## config.mk

```make
export PLATFORM = sky130hd
export DESIGN_NAME = keep_cnt_conv
export DESIGN_NICKNAME = d
export VERILOG_FILES = /design/src/rtl/axis_keep_pkg.sv /design/src/rtl/keep_cnt_comb.sv /design/src/rtl/keep_cnt_conv.sv
export SDC_FILE = /design/constraint.sdc
export NUM_CORES = 1
export LEC_CHECK = 0
export CAP_MARGIN = 10
export CORE_MARGIN = 10
export CORE_UTILIZATION = 34
export CTS_CLUSTER_SIZE = 8
export DETAILED_ROUTE_END_ITERATION = 8
export GPL_TIMING_DRIVEN = 0
export PLACE_DENSITY = 0.77
export SLEW_MARGIN = 20
export SYNTH_ARGS = -nofsm -noshare
export SYNTH_HDL_FRONTEND = slang
export SYNTH_SLANG_ARGS = --single-unit
```

## constraint.sdc

```tcl
create_clock -name mm2s_clk -period 3.2 [get_ports mm2s_clk]
set_clock_uncertainty 0.2 [all_clocks]
set_input_delay 0.32 -clock mm2s_clk [delete_from_list [all_inputs] [get_ports mm2s_clk]]
set_output_delay 0.32 -clock mm2s_clk [all_outputs]
set_load 0.05 [all_outputs]
```

## src/rtl/axis_keep_pkg.sv

```systemverilog
// Shared tkeep <-> byte-count semantics for the AXI-Stream datapath.
// Checksum, framing and the converter all call these functions so they agree exactly.
package axis_keep_pkg;

  localparam int KEEP_W_DEF = 8;
  localparam int CNT_W_DEF  = 4;

  // Widest forms the functions accept; callers zero-extend into these and slice back.
  localparam int KEEP_MAX_W = 16;
  localparam int CNT_MAX_W  = 8;

  typedef logic [KEEP_MAX_W-1:0] keep_max_t;
  typedef logic [CNT_MAX_W-1:0]  cnt_max_t;

  // Popcount: non-contiguous masks are counted bit by bit, no error indication.
  function automatic cnt_max_t f_keep_to_cnt(input keep_max_t keep);
    cnt_max_t sum;
    sum = '0;
    for (int i = 0; i < KEEP_MAX_W; i++) begin
      sum = sum + {{(CNT_MAX_W-1){1'b0}}, keep[i]};
    end
    return sum;
  endfunction

  // Lane i is enabled iff i < cnt; counts past the lane count saturate to all ones
  // once the caller truncates the result to its own width.
  function automatic keep_max_t f_cnt_to_keep(input cnt_max_t cnt);
    keep_max_t mask;
    mask = '0;
    for (int i = 0; i < KEEP_MAX_W; i++) begin
      mask[i] = (i < int'(cnt));
    end
    return mask;
  endfunction

endpackage

```

## src/rtl/keep_cnt_comb.sv

```systemverilog
// Purely combinational tkeep -> count and count -> tkeep conversion.
// Legal ranges: KEEP_W 1..16, CNT_W up to 8 with 2**CNT_W > KEEP_W.
module keep_cnt_comb
  import axis_keep_pkg::*;
#(
  parameter int KEEP_W = KEEP_W_DEF,
  parameter int CNT_W  = CNT_W_DEF
) (
  input  logic [KEEP_W-1:0] keep,
  input  logic [CNT_W-1:0]  cnt,
  output logic [CNT_W-1:0]  cnt_o,
  output logic [KEEP_W-1:0] keep_o
);

  keep_max_t keep_ext;
  cnt_max_t  cnt_ext;
  cnt_max_t  cnt_full;
  keep_max_t keep_full;

  always_comb begin
    keep_ext               = '0;
    keep_ext[KEEP_W-1:0]   = keep;
    cnt_ext                = '0;
    cnt_ext[CNT_W-1:0]     = cnt;
    cnt_full               = f_keep_to_cnt(keep_ext);
    keep_full              = f_cnt_to_keep(cnt_ext);
  end

  // Popcount never exceeds KEEP_W, which fits in CNT_W bits, so the slice is lossless.
  assign cnt_o  = cnt_full[CNT_W-1:0];
  assign keep_o = keep_full[KEEP_W-1:0];

endmodule

```

## src/rtl/keep_cnt_conv.sv

```systemverilog
// Bidirectional tkeep/byte-count converter with zero-latency outputs and
// one-cycle registered copies qualified by q_valid.
module keep_cnt_conv
  import axis_keep_pkg::*;
#(
  parameter int KEEP_W = KEEP_W_DEF,
  parameter int CNT_W  = CNT_W_DEF
) (
  input  logic              mm2s_clk,
  input  logic              mm2s_reset,
  input  logic [KEEP_W-1:0] keep,
  input  logic [CNT_W-1:0]  cnt,
  input  logic              in_valid,
  output logic [CNT_W-1:0]  cnt_o,
  output logic [KEEP_W-1:0] keep_o,
  output logic [CNT_W-1:0]  cnt_q,
  output logic [KEEP_W-1:0] keep_q,
  output logic              q_valid
);

  logic [CNT_W-1:0]  cnt_d;
  logic [KEEP_W-1:0] keep_d;
  logic              valid_d;
  logic              valid_q;

  keep_cnt_comb #(
    .KEEP_W (KEEP_W),
    .CNT_W  (CNT_W)
  ) u_comb (
    .keep   (keep),
    .cnt    (cnt),
    .cnt_o  (cnt_o),
    .keep_o (keep_o)
  );

  // Data loads every cycle regardless of in_valid; consumers gate on q_valid.
  always_comb begin
    cnt_d   = cnt_o;
    keep_d  = keep_o;
    valid_d = in_valid;
  end

  always_ff @(posedge mm2s_clk) begin
    if (mm2s_reset) begin
      cnt_q   <= '0;
      keep_q  <= '0;
      valid_q <= 1'b0;
    end else begin
      cnt_q   <= cnt_d;
      keep_q  <= keep_d;
      valid_q <= valid_d;
    end
  end

  assign q_valid = valid_q;

endmodule

```

* Yosys cells after proc, flatten, opt, wreduce, memory -nomap -nowiden
Index checks and enable logic that the tools add are counted.
** Word-level totals
- Output and inout bits :: 25
- Input port bits :: 15
- Bits in registers :: 13
** Operators by class
- Add/subtract/negate cells :: 7
- $lt $le $gt $ge :: 8
** Operators with widths (count)
- 4-bit by 1-bit adder with 4-bit output :: 6
- 3-bit by 4-bit less-than comparator with 1-bit output (first input constant) :: 4
- 1-bit by 4-bit less-than comparator with 1-bit output (first input constant) :: 2
- 2-bit by 4-bit less-than comparator with 1-bit output (first input constant) :: 2
- 1-bit by 1-bit adder with 2-bit output :: 1

* Longest topological paths before layout
Gate-level depths: netlist (run 1).
- Word-level depth :: 7
- Mapped depth :: 10
- Mapped depth without buffers :: 10

* Modules after synthesis
A second synthesis (run 1) with hierarchy kept.
** Second synthesis, totals
- Cell total of the unflattened synthesis :: 57
- Area, all modules :: 641.9 sq um
** Modules (own cells, without submodules)
- keep_cnt_conv :: seq. area each 260.2 sq um, area each 395.4 sq um, cells an instance 27, times used 1
- keep_cnt_comb :: seq. area each 0.0 sq um, area each 246.5 sq um, cells an instance 30, times used 1

* Worst setup path before layout (run 1)
OpenSTA, ideal clock, no wires.
- Kind :: input to output
- From :: in keep[0]
- To :: out cnt_o[2]
- Setup slack :: -329 ps
- Buffers on the path :: 0
- Stages on the path :: 9
- Data arrival time :: 3009 ps
- Path through :: ha_1 inv_1 fa_1 fa_1 inv_1 fa_1 inv_1 fa_1 xnor2_1
** Between the ends
- Longest elaborated chain between the ends :: 7
** Ends and longest elaborated chain
- from (decl) :: line keep_cnt_conv.sv:11 : input logic [KEEP_W-1:0] keep,
- 1-bit by 1-bit adder with 2-bit output :: line axis_keep_pkg.sv:20 : sum = sum + {{(CNT_MAX_W-1){1'b0}}, keep[i]};
- 4-bit by 1-bit adder with 4-bit output (6 in a row) :: line axis_keep_pkg.sv:20
- to (decl) :: line keep_cnt_conv.sv:14 : output logic [CNT_W-1:0] cnt_o,
Every way passes these cells.

* Final worst setup path (run 1)
- From :: in keep[0]
- To :: out cnt_o[1]
Same word-level chain as after synthesis.

==> impl_summary.log, run 1 <==
[metrics] deepest clock path buffer count: 2
[metrics] mux cell area share after synthesis: 0
[metrics] commonest cells in the synthesized netlist: 13 x sky130_fd_sc_hd__dfxtp_1, 13 x sky130_fd_sc_hd__inv_1, 7 x sky130_fd_sc_hd__nor2b_1
[metrics] Layout Cell Area excl Fill: between 1000 and 1500 um2
[metrics] detailed-route via count: roughly 540
[metrics] Yosys top cell by area: sky130_fd_sc_hd__dfxtp_1
[metrics] GRT Residual Overflow: 0
[metrics] timing startpoint of the critical path: keep[0]
[metrics] initial core utilization: 0.351
[metrics] violations in the final reports: negative setup slack
[metrics] Cells after Synth: 60
[metrics] power spent charging and discharging nets: ~260 uW
[metrics] Cell Pwr Density: between 500 and 600 nW/um2
[metrics] main flop type after synthesis: sky130_fd_sc_hd__dfxtp_1
[metrics] total negative setup slack: -0.113 ns
[metrics] largest net degree at the start of global routing: 11
[metrics] final-report setup violation count: 1
[metrics] unique cell type count in the Yosys netlist: 18
[metrics] die outline width: about 62 um
[metrics] wire length of the first global-routing pass: roughly 2.2 mm
[metrics] Detailed Route WL: about 1.6 mm
[metrics] instance area after placement: roughly 1000 um2
[metrics] flip-flop and latch area: around 260 um2
[metrics] CTS Root Buffer Type: sky130_fd_sc_hd__clkbuf_4
[metrics] Worst IR Drop VDD: between 0.2 and 0.3 mV
[metrics] internal portion of total power: around 360 uW
[metrics] gp weighted congestion: between 0.6 and 0.7
[metrics] portion of the post-synthesis area used by sequential elements: 0.439
[metrics] arithmetic-cell share of the synthesized area counting full adders, half adders and majority gates: 0.198
[metrics] fraction of synthesized cell area in xor and xnor cells: 0.0148
[metrics] number of routed nets with antenna violations: 0
[metrics] dpl ws: -1.21 ns
[metrics] static leakage: about 0.47 nW
[metrics] die area: about 3800 um2
[metrics] fraction of the mapped netlist area in compound gates: 0.0633
[metrics] Data arrival, critical path: between 2 and 3 ns
[metrics] Antenna Diode Count: 0
[metrics] area share of and/or/nand/nor cells after synthesis: 0.184
[metrics] CP Capture Point: cnt_o[1]
[metrics] initial antenna violation count: 0
[metrics] H-tree lvl count: 1
[metrics] hold crit path type: in2reg
[metrics] Avg Inst Size Synth: roughly 10 um2
[metrics] max frequency: 302 MHz
[metrics] Yosys warning count: 0
[metrics] main combinational cell family by area after synthesis: adder cells
[metrics] Net Count, Synth: between 80 and 90
[metrics] flip-flop and latch count after synthesis: 13
[metrics] net count of the finished layout: approximately 130
[metrics] all-layer global routing usage: 0.0801
[metrics] Clock Pin Slew Worst Setup and Hold Paths: 0.07 ns
[metrics] tightest slew margin relative to the limit: 0.653
[metrics] part of the total power dissipated in the clock network: 0.149
[metrics] IO Port Bufs: 39
[metrics] vias in the first global route: 550
[metrics] Post-CTS Repair Setup Buffers: 0
[metrics] drt wl/cell: between 10 and 15 um
[metrics] Final Hold Slack: just over 0.4 ns
[metrics] number of buffers created by CTS: 3
[metrics] fin crit period: between 3 and 4 ns
[metrics] detailed placement HPWL: 1.43 mm
[metrics] detailed-route DRC error count: 0
[metrics] Clock Sinks: 13
[metrics] number of violations reported at the end of detailed-routing iteration 0: 4
[metrics] async set-or-reset flop fraction in the synthesized netlist: 0
[metrics] peak fanout along the critical path: 2
[metrics] CTS tree: built
[metrics] WP data required: roughly 2.7 ns
[metrics] area share of the largest cell type after synthesis: 0.439
[metrics] fraction of layout cells with a size suffix above 1: 0.223
[metrics] sequential fraction of design power: 0.295
[metrics] Pre-antenna DRT Iters: 2
[metrics] unrepaired setup endpoints after global routing: true
[metrics] category of the worst setup path capture point: output port
[metrics] number of rows created at floorplan: 15
[metrics] area of the mapped netlist: 593 um2
[metrics] Max Cap Violations: 0
[metrics] average via count per standard cell: approximately 4.5
[metrics] Fillers: roughly 150
[metrics] Critical Path Source Type: input port
[metrics] net switching fraction of the power: 0.421
[metrics] Synth-to-Final Area Change: 81.0%
[metrics] Floorplan Core Area: between 1500 and 2000 um2
[metrics] most area-consuming cells after synthesis: sky130_fd_sc_hd__dfxtp_1 44%, sky130_fd_sc_hd__fa_1 14%, sky130_fd_sc_hd__inv_1 8.2%
[metrics] Fin. Hold Viols: 0
[metrics] type of the worst setup path: in2out
[metrics] Period Utilization, post-route: 1.04
[metrics] final setup slack of the worst path: -0.113 ns
[metrics] Least-Margin Pin Slew: 0.519 ns
[metrics] number of ports placed on the die boundary: 40
[metrics] Multi-input gate area: a little over 300 um2
[metrics] Final Slew Violations: 0
[metrics] number of enable-type register cells in the synthesized netlist: 0
[metrics] overall die height: between 60 and 70 um
[metrics] Logic pwr share: 0.556
[metrics] status: finished with violations
[per-stage QoR]
stage | power [mW] | util | cells
2_1_floorplan | 0.408 | - | 60
3_3_place_gp | 0.510 | 0.608 | 116
3_5_place_dp | 0.517 | 0.608 | 116
4_1_cts | 0.629 | 0.636 | 120
5_1_grt | 0.653 | 0.636 | 120
6_report | 0.618 | 0.636 | 120
[metal layers]
layer	track usage	wire, um
met1	0.0675	622
met2	0.151	755
met3	0.0467	258
met4	0.0287	9
met5	0	0
[critical path: stages]
cell and delay (ns):
sky130_fd_sc_hd__buf_6 0.10, sky130_fd_sc_hd__ha_4 0.25, sky130_fd_sc_hd__inv_2 0.03, sky130_fd_sc_hd__fa_1 0.44, sky130_fd_sc_hd__fa_1 0.51, sky130_fd_sc_hd__inv_2 0.04
sky130_fd_sc_hd__fa_2 0.35, sky130_fd_sc_hd__inv_2 0.07, sky130_fd_sc_hd__fa_2 0.45, sky130_fd_sc_hd__clkinvlp_4 0.09, sky130_fd_sc_hd__buf_8 0.14
[worst min path at each step]
stage / startpoint / slack [ns] / cells after the start / end
floorplan: mm2s_reset / 0.19 / 1 / keep_q[1]
global placement: in_valid / 0.68 / 2 / q_valid
detailed placement: in_valid / 0.69 / 2 / q_valid
CTS: in_valid / 0.41 / 2 / q_valid
global route: in_valid / 0.42 / 2 / q_valid
finish: in_valid / 0.41 / 2 / q_valid
[cell usage in the layout, fill, tap and decap left out, types with 2 or more instances in the layout]
| cell | instances |
|---|---|
| sky130_fd_sc_hd__inv_2 | 4 |
| sky130_fd_sc_hd__dfxtp_1 | 13 |
| sky130_fd_sc_hd__inv_1 | 8 |
| sky130_fd_sc_hd__fa_2 | 2 |
| sky130_fd_sc_hd__ha_1 | 2 |
| sky130_fd_sc_hd__clkdlybuf4s50_1 | 31 |
| sky130_fd_sc_hd__dlygate4sd2_1 | 2 |
| sky130_fd_sc_hd__fa_1 | 2 |
| sky130_fd_sc_hd__a21oi_1 | 3 |
| sky130_fd_sc_hd__nor2b_1 | 7 |
| sky130_fd_sc_hd__buf_6 | 3 |
| sky130_fd_sc_hd__nor2_1 | 4 |
| sky130_fd_sc_hd__clkbuf_4 | 3 |
| sky130_fd_sc_hd__nand2_1 | 3 |
[what timing repair did]
action                     4_1_cts  5_1_grt
pin swaps                        5        3
gates cloned                     0        0
resized for setup               40        0
setup endpoints to repair        4        4
hold buffers                     0        0
[logic make-up after synthesis]
group | Yosys count
DFF | 13
and+or+nand+nor | 18
adders and majority gates | 7
buffers and inverters | 15
xor gates and xnor gates | 1
AOI/OAI and AO/OA | 6
[registers in the layout, summed over array words and instances, names as in the netlist]
signal   cells
cnt_q        4
keep_q       8
q_valid      1
[area by class of cell]
type	count	share of cell area
multi-input cells	32	0.288
repair buffers	39	0.366
clock buffers	4	0.0245
plain buffers	2	0.0105
well taps	17	0.0198
flip-flops and latches	13	0.242
inverters	13	0.0490
[power groups by stage]
stage               Clock [mW]  Sequential [mW]  Combinational (mW)
finish                  0.0923            0.182               0.344
global route             0.105            0.184               0.364
CTS                     0.0972            0.182               0.349
detailed placement           0            0.186               0.331
global placement             0            0.186               0.324
floorplan                    0            0.246               0.162
Note: power is estimated with default switching activity, not from simulation.
==> run 2, diff against run 1 <==
HOLD_SLACK_MARGIN = 0.08   (was unset)
==> results of run 2 <==
The final DEF is identical to that of run 1; final timing and power are the same.
